File: config.mk
export PLATFORM = sky130hd
export DESIGN_NAME = fp_posit_mac_ctrl
export DESIGN_NICKNAME = d
export VERILOG_FILES = /design/src/rtl/fp_posit_mac_ctrl.sv
export SDC_FILE = /design/constraint.sdc
export NUM_CORES = 1
export LEC_CHECK = 0
export ABC_AREA = 1
export BUFFER_PORTS_ARGS = -buffer_cell sky130_fd_sc_hd__buf_2
export CORE_MARGIN = 2
export CORE_UTILIZATION = 55
export DETAILED_ROUTE_END_ITERATION = 12
export PLACE_DENSITY = 0.84
export SYNTH_ARGS = -nofsm -noshare
export SYNTH_HDL_FRONTEND = slang
export SYNTH_SLANG_ARGS = --single-unit
File: constraint.sdc
create_clock -name clk -period 5.8 [get_ports clk]
set_clock_uncertainty 0.05 [all_clocks]
set_input_delay 1.16 -clock clk [delete_from_list [all_inputs] [get_ports clk]]
set_output_delay 1.16 -clock clk [all_outputs]
set_load 0.03 [all_outputs]
File: src/rtl/fp_posit_mac_ctrl.sv
// fp_posit_mac_ctrl
// Sequencer for the fp_posit_mul bit-serial multiplier. It accepts
// (FP16 activation, packed posit weight) pairs and programs the multiplier
// precision with a one-cycle set pulse. It streams the weight MSB-first,
// waits for the multiplier's done and then offers the product to the
// accumulator. Each product carries a last-element marker for its vector.
//
// Optional feature: define FPM_WATCHDOG_EN to bound the wait for mul_done to
// TIMEOUT cycles. On expiry a zero product is forced and the sticky wdog_err
// output is raised.
//
// Ports:
//   clk, rst            clock, synchronous active-low reset
//   cfg_set/precision/vec_len, cfg_ready   configuration strobe and fields
//   in_valid/in_ready/in_act/in_wgt        operand pair handshake
//   mul_act/mul_w/mul_valid/mul_set/mul_precision  multiplier drive
//   mul_sign/mul_exp/mul_man/mul_done      multiplier result
//   out_valid/out_ready/out_sign/out_exp/out_man/out_last  product handshake
//   cfg_err             sticky illegal-configuration flag
//   wdog_err            sticky watchdog flag (FPM_WATCHDOG_EN only)
module fp_posit_mac_ctrl #(
    parameter int ACT_WIDTH = 16,
    parameter int MAX_W     = 8,
    parameter int CNT_WIDTH = 8,
    parameter int TIMEOUT   = 64
) (
    input  logic                 clk,
    input  logic                 rst,
`ifdef FPM_WATCHDOG_EN
    output logic                 wdog_err,
`endif
    input  logic                 cfg_set,
    input  logic [3:0]           cfg_precision,
    input  logic [CNT_WIDTH-1:0] cfg_vec_len,
    output logic                 cfg_ready,
    input  logic                 in_valid,
    output logic                 in_ready,
    input  logic [ACT_WIDTH-1:0] in_act,
    input  logic [MAX_W-1:0]     in_wgt,
    output logic [ACT_WIDTH-1:0] mul_act,
    output logic                 mul_w,
    output logic                 mul_valid,
    output logic                 mul_set,
    output logic [3:0]           mul_precision,
    input  logic                 mul_sign,
    input  logic [4:0]           mul_exp,
    input  logic [13:0]          mul_man,
    input  logic                 mul_done,
    output logic                 out_valid,
    input  logic                 out_ready,
    output logic                 out_sign,
    output logic [4:0]           out_exp,
    output logic [13:0]          out_man,
    output logic                 out_last,
    output logic                 cfg_err
);

    if (MAX_W < 2 || MAX_W > 15 || TIMEOUT < 1) begin : g_param_check
        $error("fp_posit_mac_ctrl: unsupported parameter set");
    end

    typedef enum logic [2:0] {S_IDLE, S_CONFIG, S_SHIFT, S_WAIT, S_OUT} state_t;

    localparam logic [CNT_WIDTH-1:0] CNT_ONE = CNT_WIDTH'(1);

    state_t                 state_q, state_d;
    logic [3:0]             prec_q, prec_d;
    logic [CNT_WIDTH-1:0]   vec_len_q, vec_len_d;
    logic [CNT_WIDTH-1:0]   count_q, count_d;
    logic [ACT_WIDTH-1:0]   act_q, act_d;
    logic [MAX_W-1:0]       wgt_q, wgt_d;
    logic [3:0]             bits_q, bits_d;
    logic                   cfg_ready_q, cfg_ready_d;
    logic                   in_ready_q, in_ready_d;
    logic                   mul_w_q, mul_w_d;
    logic                   mul_valid_q, mul_valid_d;
    logic                   mul_set_q, mul_set_d;
    logic                   out_valid_q, out_valid_d;
    logic                   out_sign_q, out_sign_d;
    logic [4:0]             out_exp_q, out_exp_d;
    logic [13:0]            out_man_q, out_man_d;
    logic                   out_last_q, out_last_d;
    logic                   cfg_err_q, cfg_err_d;
    logic [7:0]             shamt;
    logic [MAX_W-1:0]       wgt_aligned;
    logic                   last_hit;
    logic                   cfg_legal;
`ifdef FPM_WATCHDOG_EN
    localparam int WCNT_W = $clog2(TIMEOUT + 1);
    logic [WCNT_W-1:0]      wcnt_q, wcnt_d;
    logic                   wdog_q, wdog_d;
`endif

    always_comb begin
        state_d     = state_q;
        prec_d      = prec_q;
        vec_len_d   = vec_len_q;
        count_d     = count_q;
        act_d       = act_q;
        wgt_d       = wgt_q;
        bits_d      = bits_q;
        cfg_ready_d = cfg_ready_q;
        in_ready_d  = in_ready_q;
        mul_w_d     = mul_w_q;
        mul_valid_d = mul_valid_q;
        mul_set_d   = 1'b0;
        out_valid_d = out_valid_q;
        out_sign_d  = out_sign_q;
        out_exp_d   = out_exp_q;
        out_man_d   = out_man_q;
        out_last_d  = out_last_q;
        cfg_err_d   = cfg_err_q;
        // Left-justify the right-aligned weight so the posit MSB sits at the top bit.
        shamt       = 8'(MAX_W) - {4'b0000, prec_q};
        wgt_aligned = in_wgt << shamt;
        last_hit    = (count_q + CNT_ONE) == vec_len_q;
        cfg_legal   = (cfg_precision >= 4'd2) && ({1'b0, cfg_precision} <= 5'(MAX_W));
`ifdef FPM_WATCHDOG_EN
        wcnt_d      = wcnt_q;
        wdog_d      = wdog_q;
`endif
        case (state_q)
            S_IDLE: begin
                // Handshakes are qualified by the registered readies so nothing is
                // taken in the cycle right after reset release.
                if (cfg_set && cfg_ready_q) begin
                    if (cfg_legal) begin
                        prec_d      = cfg_precision;
                        vec_len_d   = (cfg_vec_len == '0) ? CNT_ONE : cfg_vec_len;
                        mul_set_d   = 1'b1;
                        cfg_ready_d = 1'b0;
                        in_ready_d  = 1'b0;
                        state_d     = S_CONFIG;
                    end else begin
                        cfg_err_d   = 1'b1;
                    end
                end else if (in_valid && in_ready_q) begin
                    act_d       = in_act;
                    mul_w_d     = wgt_aligned[MAX_W-1];
                    wgt_d       = wgt_aligned << 1;
                    bits_d      = prec_q - 4'd1;
                    mul_valid_d = 1'b1;
                    cfg_ready_d = 1'b0;
                    in_ready_d  = 1'b0;
                    state_d     = S_SHIFT;
                end else begin
                    cfg_ready_d = 1'b1;
                    in_ready_d  = 1'b1;
                end
            end
            S_CONFIG: begin
                count_d     = '0;
                cfg_ready_d = 1'b1;
                in_ready_d  = 1'b1;
                state_d     = S_IDLE;
            end
            S_SHIFT: begin
                // bits_q counts the bits still to send after the one on mul_w now.
                if (bits_q == 4'd0) begin
                    mul_valid_d = 1'b0;
                    mul_w_d     = 1'b0;
                    state_d     = S_WAIT;
`ifdef FPM_WATCHDOG_EN
                    wcnt_d      = '0;
`endif
                end else begin
                    mul_w_d = wgt_q[MAX_W-1];
                    wgt_d   = wgt_q << 1;
                    bits_d  = bits_q - 4'd1;
                end
            end
            S_WAIT: begin
                if (mul_done) begin
                    out_sign_d  = mul_sign;
                    out_exp_d   = mul_exp;
                    out_man_d   = mul_man;
                    out_last_d  = last_hit;
                    out_valid_d = 1'b1;
                    state_d     = S_OUT;
                end
`ifdef FPM_WATCHDOG_EN
                else if (wcnt_q == WCNT_W'(TIMEOUT - 1)) begin
                    // Hand the accumulator a zero product so the vector still completes.
                    out_sign_d  = 1'b0;
                    out_exp_d   = '0;
                    out_man_d   = '0;
                    out_last_d  = last_hit;
                    out_valid_d = 1'b1;
                    wdog_d      = 1'b1;
                    state_d     = S_OUT;
                end else begin
                    wcnt_d = wcnt_q + WCNT_W'(1);
                end
`endif
            end
            S_OUT: begin
                if (out_ready) begin
                    out_valid_d = 1'b0;
                    count_d     = out_last_q ? '0 : count_q + CNT_ONE;
                    cfg_ready_d = 1'b1;
                    in_ready_d  = 1'b1;
                    state_d     = S_IDLE;
                end
            end
            default: state_d = S_IDLE;
        endcase
    end

    always_ff @(posedge clk) begin
        wgt_q  <= wgt_d;
        bits_q <= bits_d;
`ifdef FPM_WATCHDOG_EN
        wcnt_q <= wcnt_d;
`endif
        if (!rst) begin
            state_q     <= S_IDLE;
            prec_q      <= 4'd4;
            vec_len_q   <= CNT_ONE;
            count_q     <= '0;
            act_q       <= '0;
            cfg_ready_q <= 1'b0;
            in_ready_q  <= 1'b0;
            mul_w_q     <= 1'b0;
            mul_valid_q <= 1'b0;
            mul_set_q   <= 1'b0;
            out_valid_q <= 1'b0;
            out_sign_q  <= 1'b0;
            out_exp_q   <= '0;
            out_man_q   <= '0;
            out_last_q  <= 1'b0;
            cfg_err_q   <= 1'b0;
`ifdef FPM_WATCHDOG_EN
            wdog_q      <= 1'b0;
`endif
        end else begin
            state_q     <= state_d;
            prec_q      <= prec_d;
            vec_len_q   <= vec_len_d;
            count_q     <= count_d;
            act_q       <= act_d;
            cfg_ready_q <= cfg_ready_d;
            in_ready_q  <= in_ready_d;
            mul_w_q     <= mul_w_d;
            mul_valid_q <= mul_valid_d;
            mul_set_q   <= mul_set_d;
            out_valid_q <= out_valid_d;
            out_sign_q  <= out_sign_d;
            out_exp_q   <= out_exp_d;
            out_man_q   <= out_man_d;
            out_last_q  <= out_last_d;
            cfg_err_q   <= cfg_err_d;
`ifdef FPM_WATCHDOG_EN
            wdog_q      <= wdog_d;
`endif
        end
    end

    assign cfg_ready     = cfg_ready_q;
    assign in_ready      = in_ready_q;
    assign mul_act       = act_q;
    assign mul_w         = mul_w_q;
    assign mul_valid     = mul_valid_q;
    assign mul_set       = mul_set_q;
    assign mul_precision = prec_q;
    assign out_valid     = out_valid_q;
    assign out_sign      = out_sign_q;
    assign out_exp       = out_exp_q;
    assign out_man       = out_man_q;
    assign out_last      = out_last_q;
    assign cfg_err       = cfg_err_q;
`ifdef FPM_WATCHDOG_EN
    assign wdog_err      = wdog_q;
`endif

endmodule
==> reports/results.ini, run 1 <==
[sta]
fin_hold_ws_ns = 0.394
drv_slew = 0
finalSetupViolations = 0
tightest_slew_ns = 1.04
rsz0062_at_grt = false
hold_viol = 0
max_freq_mhz = 392
max-slew-margin-rel = 0.306
period_share = 0.440
tns_ns = 0
finalCriticalPeriod_ns = 2.55

[synth]
seq_area_frac_synth = 0.457
synth_cells = 488
ys_types = 34
syn_nets = 553
synth_warnings = 0
synth_seq_cells = 77
synth_area_per_cell_sq_um = 7.41
syn_area_sq_um = 3610

[cells_and_area]
layout.cells.most_common_list = 109 x buf_2, 86 x nand2_1, 66 x dfxtp_1
fin_cells = 671
fillers = 530
n_antenna_cell = 0
layout-drive-gt1-share = 0.244
final_common_cell = buf_2
area_delta_synth_final_pct = 20.1
nets = 655

[clock_tree]
htree_levels = 3
cts_inserted_buffers = 9
cts_sinks = 77
hold_buffers = 0
clkLatencyLatePin_ns = 0.34
postCtsSetupBuffers = 0
clk_pin_slew_ns = 0.08
cts.path.max_buffers = 2
cts_root_buf = clkbuf_8
cts_tree = done
ctsResizeCount = 0

[route]
avgViaCountPerCell = 5.24
vias = 3516
wirelength_um = 8620
drc = 0
ant_nets = 0
wl_per_cell_um = 12.8
drtIter0Drc = 136
dr.pass1.iters = 5

[critical_path]
end_kind = flip-flop
arrival_ns = 2.46
path_common_cell = nand2_1
path_max_fanout = 11
critical_path.max_stage_delay_ns = 0.82
crit_buf_inv = 1
cp_data_required_time_ns = 5.71
worst-setup-path-type = input pin to flip-flop
critPathTopFamily = compound AO/OA/AOI/OAI gates
worstSetupStartpointType = input pin
crit_chain = buf_2 > nand2_1 > nand2_4 > nand2_1 > nand2_1 > a21oi_1
slowest_stage = a21oi_1

[placed_design]
dp_cells = 656
gp_congestion = 0.824
dp_hpwl_um = 6470
io_buffers = 109

[global_route]
first_global_vias = 3349
grt_max_degree = 51
grtUsageTotal = 0.247
grt_pass1_wl_um = 14500
grt_antenna_before_repair = 0
overflow = 0

[die]
start_util = 0.569
die_y_um = 85.1
die_w_um = 85.1
io_pins = 110
core_area_sq_um = 6350
placementRows = 29
die_area_sq_um = 7240

[job]
max_cap_viol_count = 0

[power_and_ir_drop]
pwr_density_cell_nw_per_um2 = 383
leakage_nw = 2.01
ir_worst_vdd_uv = 293

[outcome]
status = finished, final reports clean

[worst_hold_path]
hp-class = flip-flop to flip-flop

## stage by stage
step | util | worst slack (ns) | area [sq um] | total power, mW
after floorplan | - | 3.25 | 3610 | 1.14
after global placement | 0.654 | 2.98 | 4160 | 1.26
after detailed placement | 0.654 | 2.91 | 4160 | 1.28
after CTS | 0.684 | 3.27 | 4340 | 1.67
after global routing | 0.684 | 3.09 | 4340 | 1.76
final | 0.684 | 3.25 | 4340 | 1.66
## power by group
| part | leakage (nW) | switching (mW) | total, mW | internal, mW |
|---|---|---|---|---|
| registers | 0.639 | 0.0510 | 0.719 | 0.668 |
| clock network | 0.0994 | 0.193 | 0.390 | 0.197 |
| logic | 1.27 | 0.387 | 0.554 | 0.167 |
| total | 2.01 | 0.631 | 1.66 | 1.03 |
## cells in the mapped netlist, drive strengths merged
library cell   n  area share
a31oi          1      0.0017
nand4          5      0.0087
a21boi         1      0.0021
clkbuf        10       0.010
buf            8       0.018
nor2          57       0.069
clkinv         3      0.0035
o21ai         66       0.091
o31ai          1      0.0021
nand2         92        0.10
xor2           4      0.0097
a22o           1      0.0024
inv           62       0.064
edfxtp        11       0.091
ha             3       0.010
o211ai         3      0.0062
nand3         33       0.050
dfxtp         66        0.37
a21oi         52       0.072
xnor2          2      0.0048
nor4           1      0.0017
nand3b         5       0.010
a211oi         1      0.0021
## flip-flops by register name, indices dropped and copies added (netlist names), 3 cells and up
name,flops
wgt_q,7
out_exp,5
state_q,3
mul_precision,4
count_q,8
mul_act,16
out_man,14
vec_len_q,8
bits_q,4
## final timing paths
path               from  slack, ns          to  cells past startpoint
max             cfg_set       3.25    wgt_q[1]                      6
min          out_man[2]       0.39  out_man[2]                      2
max reg2reg  state_q[1]       3.56    wgt_q[1]                      6
min reg2reg  out_man[2]       0.39  out_man[2]                      2
## cells by family after synthesis
logic type / Yosys count / share of synthesized area
compound gates: 126 / 0.180
xor+xnor: 6 / 0.0145
fa+ha+maj: 3 / 0.0104
buf+inv: 83 / 0.0959
flops: 77 / 0.457
simple gates: 193 / 0.242
## tightest hold or removal path: stages (launching register included)
cell	delay, ns
dfxtp_1	0.31
inv_1	0.05
a21oi_1	0.05
## final cells by class
cell class | instances | area, sq um | area share
Clock inverter | 6 | 63.8 | 0.0147
Multi-Input combinational cell | 328 | 1620 | 0.372
Inverter | 65 | 245 | 0.0565
Timing Repair Buffer | 109 | 546 | 0.126
Clock buffer | 9 | 124 | 0.0285
Tap cell | 77 | 96.3 | 0.0222
Sequential cell | 77 | 1650 | 0.380
## per-layer routing
metal  GRT usage  routed length [um]  vias to the layer above
met1       0.292                3560                     1582
met4       0.113                 216                        0
met3      0.0525                 460                       21
li1            -                   -                     1800
met2       0.427                4380                      113
met5           0                   0                        -
Note: power is estimated with default switching activity, not from simulation.
==> run 2: changes to the inputs <==
--- a/config.mk
+++ b/config.mk
@@ -8,9 +8,9 @@
 export ABC_AREA = 1
 export BUFFER_PORTS_ARGS = -buffer_cell sky130_fd_sc_hd__buf_2
 export CORE_MARGIN = 2
-export CORE_UTILIZATION = 55
+export CORE_UTILIZATION = 46
 export DETAILED_ROUTE_END_ITERATION = 12
-export PLACE_DENSITY = 0.84
+export PLACE_DENSITY = 0.75
 export SYNTH_ARGS = -nofsm -noshare
 export SYNTH_HDL_FRONTEND = slang
 export SYNTH_SLANG_ARGS = --single-unit
==> constraint.sdc (replaced) <==
create_clock -name clk -period 2.2 [get_ports clk]
set_clock_uncertainty 0.05 [all_clocks]
set_input_delay 0.44 -clock clk [delete_from_list [all_inputs] [get_ports clk]]
set_output_delay 0.44 -clock clk [all_outputs]
set_load 0.03 [all_outputs]
==> run 2 against run 1 <==
  * Worst hold slack lost 0.14 ns
  * Count of clock-buffer cells in the layout up 2
  * Worst setup slack got worse by 2.9 ns
  * Critical path depth is 4 higher
  * Clock power grew to 3.1 times the previous value
  * Register-to-register slack got worse by 3.3 ns
  * Critical endpoint is now wgt_q[6]
  * Largest power group unchanged
==> reports/results.ini, run 2 (synthesized netlist as in run 1, its figures left out) <==
[outcome]
status = finished, final reports clean

[die]
die_w_um = 92.6
die_area_sq_um = 8580
die_y_um = 92.6
start_util = 0.470
placementRows = 32
io_pins = 110
core_area_sq_um = 7690

[critical_path]
crit_chain = inv_2 > ha_1 > nand2_1 > nand2_2 > nand2_1 > inv_1 > o21ai_0 > o21ai_0 > o21ai_0 > nand2_1
worstSetupStartpointType = flip-flop
path_max_fanout = 10
arrival_ns = 1.95
crit_buf_inv = 2
critPathTopFamily = flip-flops
cp_data_required_time_ns = 2.25
slowest_stage = dfxtp_1
end_kind = flip-flop
critical_path.max_stage_delay_ns = 0.46
worst-setup-path-type = flip-flop to flip-flop

[route]
drc = 0
route.met2.wl_um = 4060
dr.pass1.iters = 5
wl_met1_um = 3850
drtIter0Drc = 167
vias = 3457
top_layer = met4
wl_per_cell_um = 12.1
avgViaCountPerCell = 4.92
wirelength_um = 8500
ant_nets = 0
met3_length_um = 440

[cells_and_area]
layout.cells.most_common_list = 109 x buf_2, 86 x nand2_1, 66 x dfxtp_1
largest_reg_flops = 16
n_antenna_cell = 0
layout-drive-gt1-share = 0.253
final_common_cell = buf_2
area_delta_synth_final_pct = 23.6
fillers = 754
nets = 661
finalCoreUtilization = 0.581

[global_route]
grt_antenna_before_repair = 0
overflow = 0
grt_max_degree = 44
first_global_vias = 3157
grt_pass1_wl_um = 13900
grtUsageTotal = 0.201

[clock_tree]
hold_buffers = 0
ctsResizeCount = 0
htree_levels = 3
clkLatencyLatePin_ns = 0.35
cts_tree = done
cts_sinks = 77
postCtsSetupBuffers = 0
cts_root_buf = clkbuf_8
cts.path.max_buffers = 2
cts_inserted_buffers = 9
clk_pin_slew_ns = 0.09

[placed_design]
io_buffers = 109
preCtsSetupSlack_ns = 0.309
gp_congestion = 0.858
dp_hpwl_um = 6280

[sta]
max-slew-margin-rel = 0.666
max_freq_mhz = 529
rsz0062_at_grt = false
fin_ws_ns = 0.308
tns_ns = 0
period_share = 0.860
drv_slew = 0
finalCriticalPeriod_ns = 1.89
finalSetupViolations = 0
tightest_slew_ns = 0.498
hold_viol = 0

[worst_hold_path]
hp-class = input pin to flip-flop

[power_and_ir_drop]
pwr_density_cell_nw_per_um2 = 1020
swShare = 0.366
p_comb_frac = 0.323
p_sw_mw = 1.67
ir_worst_vdd_uv = 676
clock_power_share = 0.265
leakage_nw = 2.05
sequentialPowerShare = 0.412
p_int_mw = 2.90

[job]
max_cap_viol_count = 0

run 2: final timing paths:
kind	cells past startpoint	startpoint	slack, ns	endpoint
min	3	in_act[4]	0.26	mul_act[4]
max reg2reg	10	mul_precision[0]	0.31	wgt_q[6]
max	10	mul_precision[0]	0.31	wgt_q[6]
min reg2reg	2	out_man[6]	0.39	out_man[6]
run 2: worst register-to-register path, stage by stage (launching register included):
cell and delay (ns):
dfxtp_1 0.46, inv_2 0.06, ha_1 0.22, nand2_1 0.10, nand2_2 0.12, nand2_1 0.09
inv_1 0.05, o21ai_0 0.18, o21ai_0 0.09, o21ai_0 0.17, nand2_1 0.06
run 2: through the flow:
step           hold WS, ns  power, mW  instance area, sq um  std cells
4_1_cts              0.240       4.62                  4470        703
3_3_place_gp         0.378       3.36                  4230        687
5_1_grt              0.259       4.86                  4470        703
6_report             0.257       4.57                  4470        703
2_1_floorplan        0.394       3.00                  3610        488
3_5_place_dp         0.384       3.39                  4230        687
run 2: area by class of cell:
class | instances | area [sq um] | area share
Multi-Input combinational cell | 328 | 1620 | 0.362
Sequential cell | 77 | 1650 | 0.370
Tap cell | 102 | 128 | 0.0286
Clock inverter | 5 | 62.6 | 0.0140
Clock buffer | 11 | 174 | 0.0389
Inverter | 65 | 245 | 0.0549
Timing Repair Buffer | 115 | 591 | 0.132
run 2: layer usage:
metal  vias to the layer above  GRT usage
met2                        77      0.338
met4                         0     0.0711
li1                       1808          -
met3                        13     0.0521
met1                      1559      0.250
met5                         -          0
run 2: power groups by stage:
stage                     Combinational [mW]  Clock (mW)  Sequential (mW)
after detailed placement                1.48           0             1.91
after global placement                  1.45           0             1.91
after floorplan                        0.873           0             2.13
after global routing                    1.65        1.30             1.91
after CTS                               1.49        1.25             1.88
final                                   1.48        1.21             1.88
